--- config.mk ---
export PLATFORM = sky130hd
export DESIGN_NAME = unary_add_n_m
export DESIGN_NICKNAME = d
export VERILOG_FILES = /design/src/rtl/unary_add_pkg.sv /design/src/rtl/unary_popcount.sv /design/src/rtl/unary_add_n_m.sv
export SDC_FILE = /design/constraint.sdc
export NUM_CORES = 1
export LEC_CHECK = 0
export ABC_AREA = 0
export ABC_CLOCK_PERIOD_IN_PS = 2500
export BUFFER_PORTS_ARGS = -buffer_cell sky130_fd_sc_hd__buf_2
export CORE_MARGIN = 2
export CORE_UTILIZATION = 30
export DETAILED_ROUTE_END_ITERATION = 10
export HOLD_SLACK_MARGIN = 0.05
export PLACE_DENSITY = 0.56
export SYNTH_ARGS = -nofsm -noshare
export SYNTH_HDL_FRONTEND = slang
export SYNTH_SLANG_ARGS = --single-unit
--- constraint.sdc ---
create_clock -name clk -period 2.5 [get_ports clk]
set_clock_uncertainty 0.2 [all_clocks]
set_input_delay 0.375 -clock clk [delete_from_list [all_inputs] [get_ports clk]]
set_output_delay 0.375 -clock clk [all_outputs]
set_load 0.02 [all_outputs]
--- src/rtl/unary_add_pkg.sv ---
// unary_add_pkg: shared definitions for the unary modulo accumulator.
//   rw_mode_e : meaning of the rw input (accumulate / emit)
//   cw_width  : width of the internal count register
package unary_add_pkg;

  typedef enum logic {
    RW_ACC  = 1'b0,
    RW_EMIT = 1'b1
  } rw_mode_e;

  // Wide enough for count + popcount before the wrap: max MOD-1+LANES.
  function automatic int unsigned cw_width(input int unsigned mod, input int unsigned lanes);
    return $clog2(mod + lanes);
  endfunction

endpackage

--- src/rtl/unary_popcount.sv ---
// unary_popcount: combinational count of set bits in a LANES-wide unary word.
//   din : input  [LANES-1:0]            unary input bits
//   cnt : output [$clog2(LANES+1)-1:0]  number of bits set in din
module unary_popcount #(
  parameter int unsigned LANES = 2
) (
  input  logic [LANES-1:0]               din,
  output logic [$clog2(LANES+1)-1:0]     cnt
);

  localparam int unsigned PW = $clog2(LANES + 1);

  always_comb begin
    cnt = '0;
    for (int unsigned i = 0; i < LANES; i++) begin
      cnt = cnt + PW'(din[i]);
    end
  end

endmodule

--- src/rtl/unary_add_n_m.sv ---
// unary_add_n_m: modulo-MOD accumulator of unary input bits with serial
// unary read-out.
//   clk   : input        rising-edge clock
//   rst   : input        asynchronous active-high reset
//   en    : input        cycle enable
//   rw    : input        0 = accumulate din, 1 = emit count as dout pulses
//   din   : input  [LANES-1:0] unary bits, each set bit adds one
//   dout  : output       registered serial unary output
//   carry : output       registered one-cycle pulse when the count wraps
//   done  : output       registered pulse with the last dout=1 of an emit
//   therm : output [MOD-2:0] thermometer view of the count
//           (present only when UNARY_ADD_THERM_OUT_EN is defined)
//   busy  : output       count is non-zero
module unary_add_n_m
  import unary_add_pkg::*;
#(
  parameter int unsigned LANES = 2,
  parameter int unsigned MOD   = 5
) (
  input  logic             clk,
  input  logic             rst,
  input  logic             en,
  input  logic             rw,
  input  logic [LANES-1:0] din,
  output logic             dout,
  output logic             carry,
  output logic             done,
`ifdef UNARY_ADD_THERM_OUT_EN
  output logic [MOD-2:0]   therm,
`endif
  output logic             busy
);

  localparam int unsigned CW = cw_width(MOD, LANES);
  localparam int unsigned PW = $clog2(LANES + 1);

  logic [CW-1:0] count;
  logic [CW-1:0] count_nxt;
  logic [CW-1:0] sum;
  logic [PW-1:0] pop;
  logic          dout_nxt;
  logic          carry_nxt;
  logic          done_nxt;
  rw_mode_e      mode;

  unary_popcount #(
    .LANES(LANES)
  ) u_popcount (
    .din(din),
    .cnt(pop)
  );

  assign mode = rw_mode_e'(rw);
  assign sum  = count + CW'(pop);

  always_comb begin
    count_nxt = count;
    dout_nxt  = 1'b0;
    carry_nxt = 1'b0;
    done_nxt  = 1'b0;
    if (en) begin
      if (mode == RW_ACC) begin
        // LANES <= MOD, so one subtraction always brings sum below MOD.
        if (sum >= CW'(MOD)) begin
          count_nxt = sum - CW'(MOD);
          carry_nxt = 1'b1;
        end else begin
          count_nxt = sum;
        end
      end else if (count != '0) begin
        count_nxt = count - CW'(1);
        dout_nxt  = 1'b1;
        done_nxt  = (count == CW'(1));
      end
    end
  end

  always_ff @(posedge clk or posedge rst) begin
    if (rst) begin
      count <= '0;
      dout  <= 1'b0;
      carry <= 1'b0;
      done  <= 1'b0;
    end else begin
      count <= count_nxt;
      dout  <= dout_nxt;
      carry <= carry_nxt;
      done  <= done_nxt;
    end
  end

  assign busy = (count != '0);

`ifdef UNARY_ADD_THERM_OUT_EN
  always_comb begin
    therm = '0;
    for (int unsigned i = 0; i < MOD - 1; i++) begin
      therm[i] = (count > CW'(i));
    end
  end
`endif

endmodule

== Word-level counts from Yosys, hierarchy flattened ==
Index checks and enable logic that the tools add are counted.

* Word-level logic and storage cells: 25
* Output and inout bits: 4
* Bits of input ports: 6
* Flip-flop bits (word level): 6

* Muxes and demuxes: 12
* Equality and inequality tests: 2
* Reductions and logical operators: 2
* Add/sub/neg operators: 4
* Order comparisons: 1

{| class="wikitable"
|+ Operators with widths
! operator !! count
|-
| $mux 1 || 9
|-
| $mux 3 || 3
|-
| $add 3x2->3 || 1
|-
| $eq 3x1->1 const B || 1
|-
| $ge 3x3->1 const B || 1
|-
| $reduce_bool 3->1 || 1
|-
| $sub 3x1->3 const B || 1
|-
| $sub 3x3->3 const B || 1
|-
| $add 1x1->2 || 1
|-
| $ne 2x1->1 const B || 1
|-
| $reduce_and 2->1 || 1
|}

== Depth between registers and ports, before layout ==
Gate-level depths: netlist of the first run.

* Depth in word-level cells: 6
* Depth in mapped cells: 7
* Depth with buffers taken out: 7

== By module ==
From an unflattened synthesis of the first run, not the netlist that was laid out.

* Cells, all modules: 48
* Area, all modules: 473.0 um2

{| class="wikitable"
|+ By module, submodules not included
! module !! area each (um2) !! cells an instance !! sequential area each (um2) !! times used
|-
| unary_add_n_m || 460.4 || 47 || 150.1 || 1
|-
| unary_popcount || 12.5 || 1 || 0.0 || 1
|}

== Worst setup path after synthesis of the first run ==
Ideal clock, no wire load.

* Kind: input to register
* Start point: in din[0]
* End point: reg count[0]
* Required time: 2.176 ns
* Arrival: 1.767 ns
* Slack: 0.410 ns
* Library setup time: 0.124 ns
* Stages on the path: 7
* Path buffers: 0
* Cells stage by stage: fa_1 ha_1 inv_1 ha_1 o21ai_2 xnor2_1 o21ai_1

* Word-level cells in the longest chain between the ends: 5
* Elaborated cells on any way between the ends: 6
* Those cells by class: add/sub: 3; order compare: 1; mux: 2

{| class="wikitable"
|+ RTL lines
! element !! RTL line !! source
|-
| start, declared || unary_add_n_m.sv:24 || <nowiki>input logic [LANES-1:0] din,</nowiki>
|-
| $add 1x1->2 * || unary_popcount.sv:16 || <nowiki>cnt = cnt + PW'(din[i]);</nowiki>
|-
| $add 3x2->3 * || unary_add_n_m.sv:54 || <nowiki>assign sum = count + CW'(pop);</nowiki>
|-
| $sub 3x3->3 / $ge 3x3->1 (equally long branches) || unary_add_n_m.sv:65, unary_add_n_m.sv:64 ||
|-
| $mux 3 * || unary_add_n_m.sv:64 || <nowiki>if (sum >= CW'(MOD)) begin</nowiki>
|-
| $mux 3 * || unary_add_n_m.sv:62 || <nowiki>if (mode == RW_ACC) begin</nowiki>
|-
| end signal, assigned || unary_add_n_m.sv:85 || <nowiki>count <= count_nxt;</nowiki>
|-
| end, declared || unary_add_n_m.sv:37 || <nowiki>logic [CW-1:0] count;</nowiki>
|}

Mark *: on every way between the ends. The rest lies on a longest branch, timed or not.
A chain may end at the register's enable or synchronous reset.

== Worst setup path after layout of the first run ==
* Start point: reg count[0]
* End point: reg count[0]

* Word-level cells in the longest chain between the ends: 4
* Elaborated cells on any way between the ends: 10
* Those cells by class: add/sub: 3; order compare: 1; eq/ne: 1; mux: 3; reduce/logical: 2

{| class="wikitable"
|+ RTL lines
! element !! RTL line
|-
| $add 3x2->3 || unary_add_n_m.sv:54
|-
| $sub 3x3->3 / $ge 3x3->1 (equally long branches) || unary_add_n_m.sv:65, unary_add_n_m.sv:64
|-
| $mux 3 || unary_add_n_m.sv:64
|-
| $mux 3 || unary_add_n_m.sv:62
|}

Parallel ways exist; a longest one is shown, timed or not. The select of a mux whose other input is x is not followed.

==> reports/qor.yml, run 1 <==
outcome:
  run_status: "completed"
placement:
  preCtsSetupSlack_ns: 0.1850
  gp_congestion: 0.7568
  detailedPlacementHpwl_um: 647.1
  numPortBuffers: 9
  numPlacedInstances: 71
die:
  placement_rows: 14
  i_o_pins: 10
  initial_core_util_pct: 31.29
  design.core.area_mm2: 0.001471
  die_area_mm2: 0.001864
  dieHeight_um: 43.18
  dieWidth_um: 43.18
layout:
  layout.cells.non_filler: 75
  design.final.nets: 74
  multiInputGateArea_um2: 280.3
  flow.area_growth_from_synthesis_pct: 18.75
  area.sequential_um2: 150.1
  insertedDiodeCount: 0
  drive_gt1_share_pct: 25.42
  fillerInstances: 167
logic_synthesis:
  number_of_enable_flip_flop_cells_after_synthesis: 0
  synth_sequential_area_ratio_pct: 32.61
  yosys_warnings: 0
  synth_largest_area_cell: "dfrtp_1"
  ys_async_sr_fraction_pct: 100.0
  yosys_register_bits: 6
  synth.top_cells.by_area: "dfrtp_1, ha_1, a21oi_1, fa_1, inv_1"
  post_synth_most_frequent_cells: "dfrtp_1, ha_1, inv_1"
  post_synth_inst_count: 47
  ys_dominant_reg_cell: "dfrtp_1"
  yosysUniqueCellTypes: 23
  synth_fp_nets: 60
  yosysTopAreaCellShare_pct: 32.61
  syn_area_per_cell_um2: 9.797
  synth.cell_area_um2: 460.4
power:
  powerDensity_mw_per_mm2: 1181
  leakage_power_total_nw: 0.2757
  irDropWorstVdd_v: 0.0002974
  design_power_total_w: 0.0006459
cts:
  clockBufferDepth: 2
  clock-sinks: 6
  clk_root_buffer_cell: "clkbuf_4"
  ctsHtreeMaxLevel: 1
  clock_latency_ns: 0.24
  clock_tree_from_tritoncts: "built"
  cts_resized: 0
  clk_pin_slew_ns: 0.04
  cts-buffers-inserted: 3
  buffer_count_from_post_cts_setup_fixing: 0
  cts_hold_repair.buffers: 1
sta:
  max_slew.worst_pin.slew_ns: 0.3102
  timing.final.setup_violations: 0
  slew_viol_final: 0
  final_critical_path_setup_slack_ns: 0.2967
  fmax_mhz: 453.9
  finalCriticalPeriod_ns: 2.203
  hold_viol_final: 0
  layout_worst_path_cycle_share_pct: 88.13
  grt_setup_unrepaired: "no"
  post_route_setup_tns_ns: 0
  maxSlewHeadroom_pct: 79.32
routing:
  first_iter_violations: 0
  drt_pre_antenna_iters: 1
  wl_per_cell_um: 10.67
  drt_total_wl_um: 800
  num_vias: 343
  post-route-drc-count: 0
  routed_via_density: 4.573
  detail-route-antenna-nets: 0
run:
  timing.max_cap.violations: 0
global_route:
  grt_util_all_layers_pct: 10.51
  grt-ovfl-total: 0
  grt_first_pass_wirelength_um: 1380
  pin_count_of_the_biggest_net_entering_global_routing: 8
  number_of_antenna_violations_at_the_first_check_in_global_routing: 0
  first_global_vias: 335
critical_path:
  timing.critical_path.to_type: "flop"
  startpoint_type: "flop"
  timing.setup.critical_path_class: "reg2reg"
  timing.critical_path.arrival_ns: 2.13
  critical_path_peak_fanout: 4
  worstPathRequired_ns: 2.42
min_path:
  worst_hold_path_type: "in2reg"
-- critical path, stage by stage, from the launching register on --
cell and delay [ns]:
dfrtp_1 0.43, fa_1 0.40, ha_1 0.36, inv_1 0.08
ha_1 0.23, o21ai_2 0.17, xnor2_1 0.14, o21ai_1 0.08
-- placed cells by master, fill, tap and decap left out, types with 2 or more instances in the layout --
cell | netlist | final
inv_1 | 5 | 5
nand2_1 | 3 | 3
clkbuf_4 | 0 | 3
nor2_1 | 4 | 4
buf_2 | 0 | 9
nand2b_1 | 2 | 2
dfrtp_1 | 6 | 6
ha_1 | 6 | 6
xnor2_1 | 2 | 2
a21oi_1 | 4 | 4
-- layout make-up --
| type | instances | area share (%) |
|---|---|---|
| Inverter | 5 | 3.432 |
| Tap cell | 16 | 3.661 |
| Sequential cell | 6 | 27.46 |
| Timing Repair Buffer | 10 | 10.07 |
| Multi-Input combinational cell | 35 | 51.26 |
| Clock buffer | 3 | 4.119 |
-- sequential cells by signal (all words and copies together) (netlist names) --
signal	flops
count	3
dout	1
done	1
carry	1
-- per-stage QoR --
stage	hold slack (ns)	util, %	instance area, um2
floorplan	-0.03404	-	460.4
global placement	0.08221	34.95	514.2
detailed placement	0.09033	34.95	514.2
CTS	0.2290	37.16	546.8
global route	0.2644	37.16	546.8
finish	0.2416	37.16	546.8
-- metal layers --
| metal | routed length [um] | share of wire, % | track usage (%) |
|---|---|---|---|
| met1 | 391 | 49 | 12.69 |
| met2 | 369 | 46 | 16.12 |
| met3 | 22 | 2.8 | 1.277 |
| met4 | 17 | 2.1 | 9.091 |
| met5 | 0 | 0 | 0 |
-- logic make-up after synthesis --
kind of cell | after synthesis | synth area share (%)
adders and majority gates | 7 | 20.65
muxes | 1 | 2.174
xor gates and xnor gates | 3 | 7.339
DFF | 6 | 32.61
buffers and inverters | 6 | 6.522
AOI/OAI and AO/OA | 11 | 14.95
and+or+nand+nor | 13 | 15.76
-- final timing paths --
| check | slack (ns) | depth (start not counted) | end | start |
|---|---|---|---|---|
| max in group asynchronous | 1.54 | 3 | done | rst |
| worst max-delay path | 0.30 | 7 | count[0] | count[0] |
| worst max register to register | 0.30 | 7 | count[0] | count[0] |
| worst min register to register | 0.47 | 1 | done | count[2] |
| worst min-delay path | 0.24 | 3 | dout | rw |
| min in group asynchronous | 0.38 | 3 | count[1] | rst |
-- report_power, final --
part / internal (W) / switching, W / leakage [nW] / total (W)
registers: 0.000128 / 0.0000354 / 0.0781 / 0.000163
clock network: 0.0000542 / 0.0000330 / 0.0138 / 0.0000872
logic: 0.000178 / 0.000218 / 0.184 / 0.000395
total: 0.000360 / 0.000286 / 0.276 / 0.000646
Power figures use the tool's default switching activity.
==> run 2: changes to the inputs <==
- ABC_CLOCK_PERIOD_IN_PS: 2500 -> not set
- CORE_AREA: not set -> 2 2 39 41
- CORE_MARGIN: 2 -> not set
- CORE_UTILIZATION: 30 -> not set
- DIE_AREA: not set -> 0 0 41 43
- PLACE_DENSITY: 0.56 -> 0.62
==> reports/qor.yml, run 2 (synthesis results as in run 1) <==
routing:
  post-route-drc-count: 0  # unchanged
  detail-route-antenna-nets: 0  # unchanged
  routed_via_density: 4.893  # +7.0%
  drt_total_wl_um: 859  # +7.4%
  wl_per_cell_um: 11.45  # +7.4%
  first_iter_violations: 3  # +3
  num_vias: 367  # +7.0%
  drt_pre_antenna_iters: 4  # +3
die:
  initial_core_util_pct: 33.27  # +2.0 points
  dieHeight_um: 43  # -0.41%
  dieWidth_um: 41  # -5.0%
  design.core.area_mm2: 0.001384  # -6.0%
  i_o_pins: 10  # unchanged
  placement_rows: 14  # unchanged
  die_area_mm2: 0.001763  # -5.4%
global_route:
  grt-ovfl-total: 0  # unchanged
  pin_count_of_the_biggest_net_entering_global_routing: 8  # unchanged
  grt_util_all_layers_pct: 11.79  # +1.3 points
  grt_first_pass_wirelength_um: 1407  # +2.0%
  first_global_vias: 351  # +4.8%
  number_of_antenna_violations_at_the_first_check_in_global_routing: 0  # unchanged
layout:
  max_flop_register: "count"
  insertedDiodeCount: 0  # unchanged
  design.final.nets: 74  # unchanged
  final_cell_area_um2: 546.8  # unchanged
  fillerInstances: 153  # -8.4%
  layout.cells.most_common_list: "buf_2, ha_1, dfrtp_1, inv_1"
  flow.area_growth_from_synthesis_pct: 18.75  # unchanged
  drive_gt1_share_pct: 25.42  # unchanged
  finalCoreUtilization_pct: 39.51  # +2.4 points
  area.sequential_um2: 150.1  # unchanged
  multiInputGateArea_um2: 280.3  # unchanged
  layout.cells.most_common: "buf_2"
  largest_register_ffs: 3  # unchanged
min_path:
  worst_hold_path_type: "in2reg"
  worstHoldPathCells: 3  # unchanged
  hp-start: "rw"
  min_delay_worst_endpoint: "done"
cts:
  clockBufferDepth: 2  # unchanged
  cts-buffers-inserted: 3  # unchanged
  ctsHtreeMaxLevel: 1  # unchanged
  buffer_count_from_post_cts_setup_fixing: 0  # unchanged
  clk_pin_slew_ns: 0.05  # about the same
  clk_root_buffer_cell: "clkbuf_4"
  clock_tree_from_tritoncts: "built"
  clock_latency_ns: 0.24  # about the same
  clock-sinks: 6  # unchanged
sta:
  maxSlewHeadroom_pct: 78.78  # -0.54 points
  max_slew.worst_pin.slew_ns: 0.3184  # +0.008156 ns
  layout_worst_path_cycle_share_pct: 87.47  # -0.66 points
  slew_viol_final: 0  # unchanged
  finalCriticalPeriod_ns: 2.187  # -0.01645 ns
  grt_setup_unrepaired: "no"
  post_route_setup_tns_ns: 0  # unchanged
  fmax_mhz: 457.3  # +0.75%
  hold_slack_ns: 0.2484  # +0.006868 ns
  hold_viol_final: 0  # unchanged
  timing.final.setup_violations: 0  # unchanged
run:
  timing.max_cap.violations: 0  # unchanged
critical_path:
  r2r.worst_path.cells: 7  # unchanged
  worstPathRequired_ns: 2.42  # about the same
  r2r_start: "count[0]"
  rr_endpoint: "count[0]"
  timing.critical_path.arrival_ns: 2.11  # -0.02 ns
  timing.reg2reg.setup_slack_ns: 0.31  # +0.02 ns
  timing.critical_path.to_type: "flop"
  critical_path_peak_fanout: 4  # unchanged
  timing.setup.critical_path_class: "reg2reg"
  startpoint_type: "flop"
placement:
  gp_congestion: 0.7842  # +3.6%
  placement.cell_area_um2: 514.2  # unchanged
  detailedPlacementHpwl_um: 681.3  # +5.3%
  numPortBuffers: 9  # unchanged
power:
  irDropWorstVdd_v: 0.0003211  # +8.0%
  design_power_total_w: 0.0006524  # +1.0%
  powerDensity_mw_per_mm2: 1193  # +1.0%
  leakage_power_total_nw: 0.2757  # unchanged
outcome:
  run_status: "completed"
==> run 2: per-layer routing <==
layer | share of wire [%] | track usage, % | routed length [um]
met5 | 0 | 0 | 0
met4 | 1.0 | 6.000 | 9
met3 | 3.8 | 3.141 | 33
met2 | 48 | 18.44 | 416
met1 | 47 | 14.01 | 400
==> run 2: cell type report <==
type                            count  area share [%]
Inverter                            5           3.432
Tap cell                           16           3.661
Clock buffer                        3           4.119
Timing Repair Buffer               10           10.07
Multi-Input combinational cell     35           51.26
Sequential cell                     6           27.46
==> run 2: worst max-delay path, stage by stage, from the launching register on <==
cell and delay (ns):
dfrtp_1 0.43, fa_1 0.39, ha_1 0.35, inv_1 0.08
ha_1 0.23, o21ai_2 0.17, xnor2_1 0.14, o21ai_1 0.09
==> run 2: repair_timing <==
| item | CTS | global route |
|---|---|---|
| hold buffers | 1 | 0 |
| resized for setup | 0 | 0 |
| endpoints found under the hold margin | 6 | 0 |
==> run 2: power breakdown <==
| part | internal [W] | total, W | switching (W) | leakage, nW |
|---|---|---|---|---|
| clock | 0.0000544 | 0.0000906 | 0.0000362 | 0.0138 |
| sequential | 0.000128 | 0.000162 | 0.0000342 | 0.0781 |
| combinational | 0.000178 | 0.000400 | 0.000222 | 0.184 |
| total | 0.000360 | 0.000652 | 0.000292 | 0.276 |
==> run 2: worst max-delay path by stage <==
stage,cells after the start,slack [ns],startpoint,to
2_1_floorplan,7,0.41,din[0],count[0]
3_3_place_gp,8,0.23,din[0],count[0]
3_5_place_dp,8,0.19,din[0],count[0]
4_1_cts,7,0.29,count[0],count[0]
5_1_grt,7,0.18,count[0],count[0]
6_report,7,0.31,count[0],count[0]
==> run 2: stage by stage <==
step / setup WS, ns / std cells
after floorplan: 0.4099 / 47
after global placement: 0.2266 / 71
after detailed placement: 0.1889 / 71
after CTS: 0.2927 / 75
after global routing: 0.1784 / 75
final: 0.3131 / 75
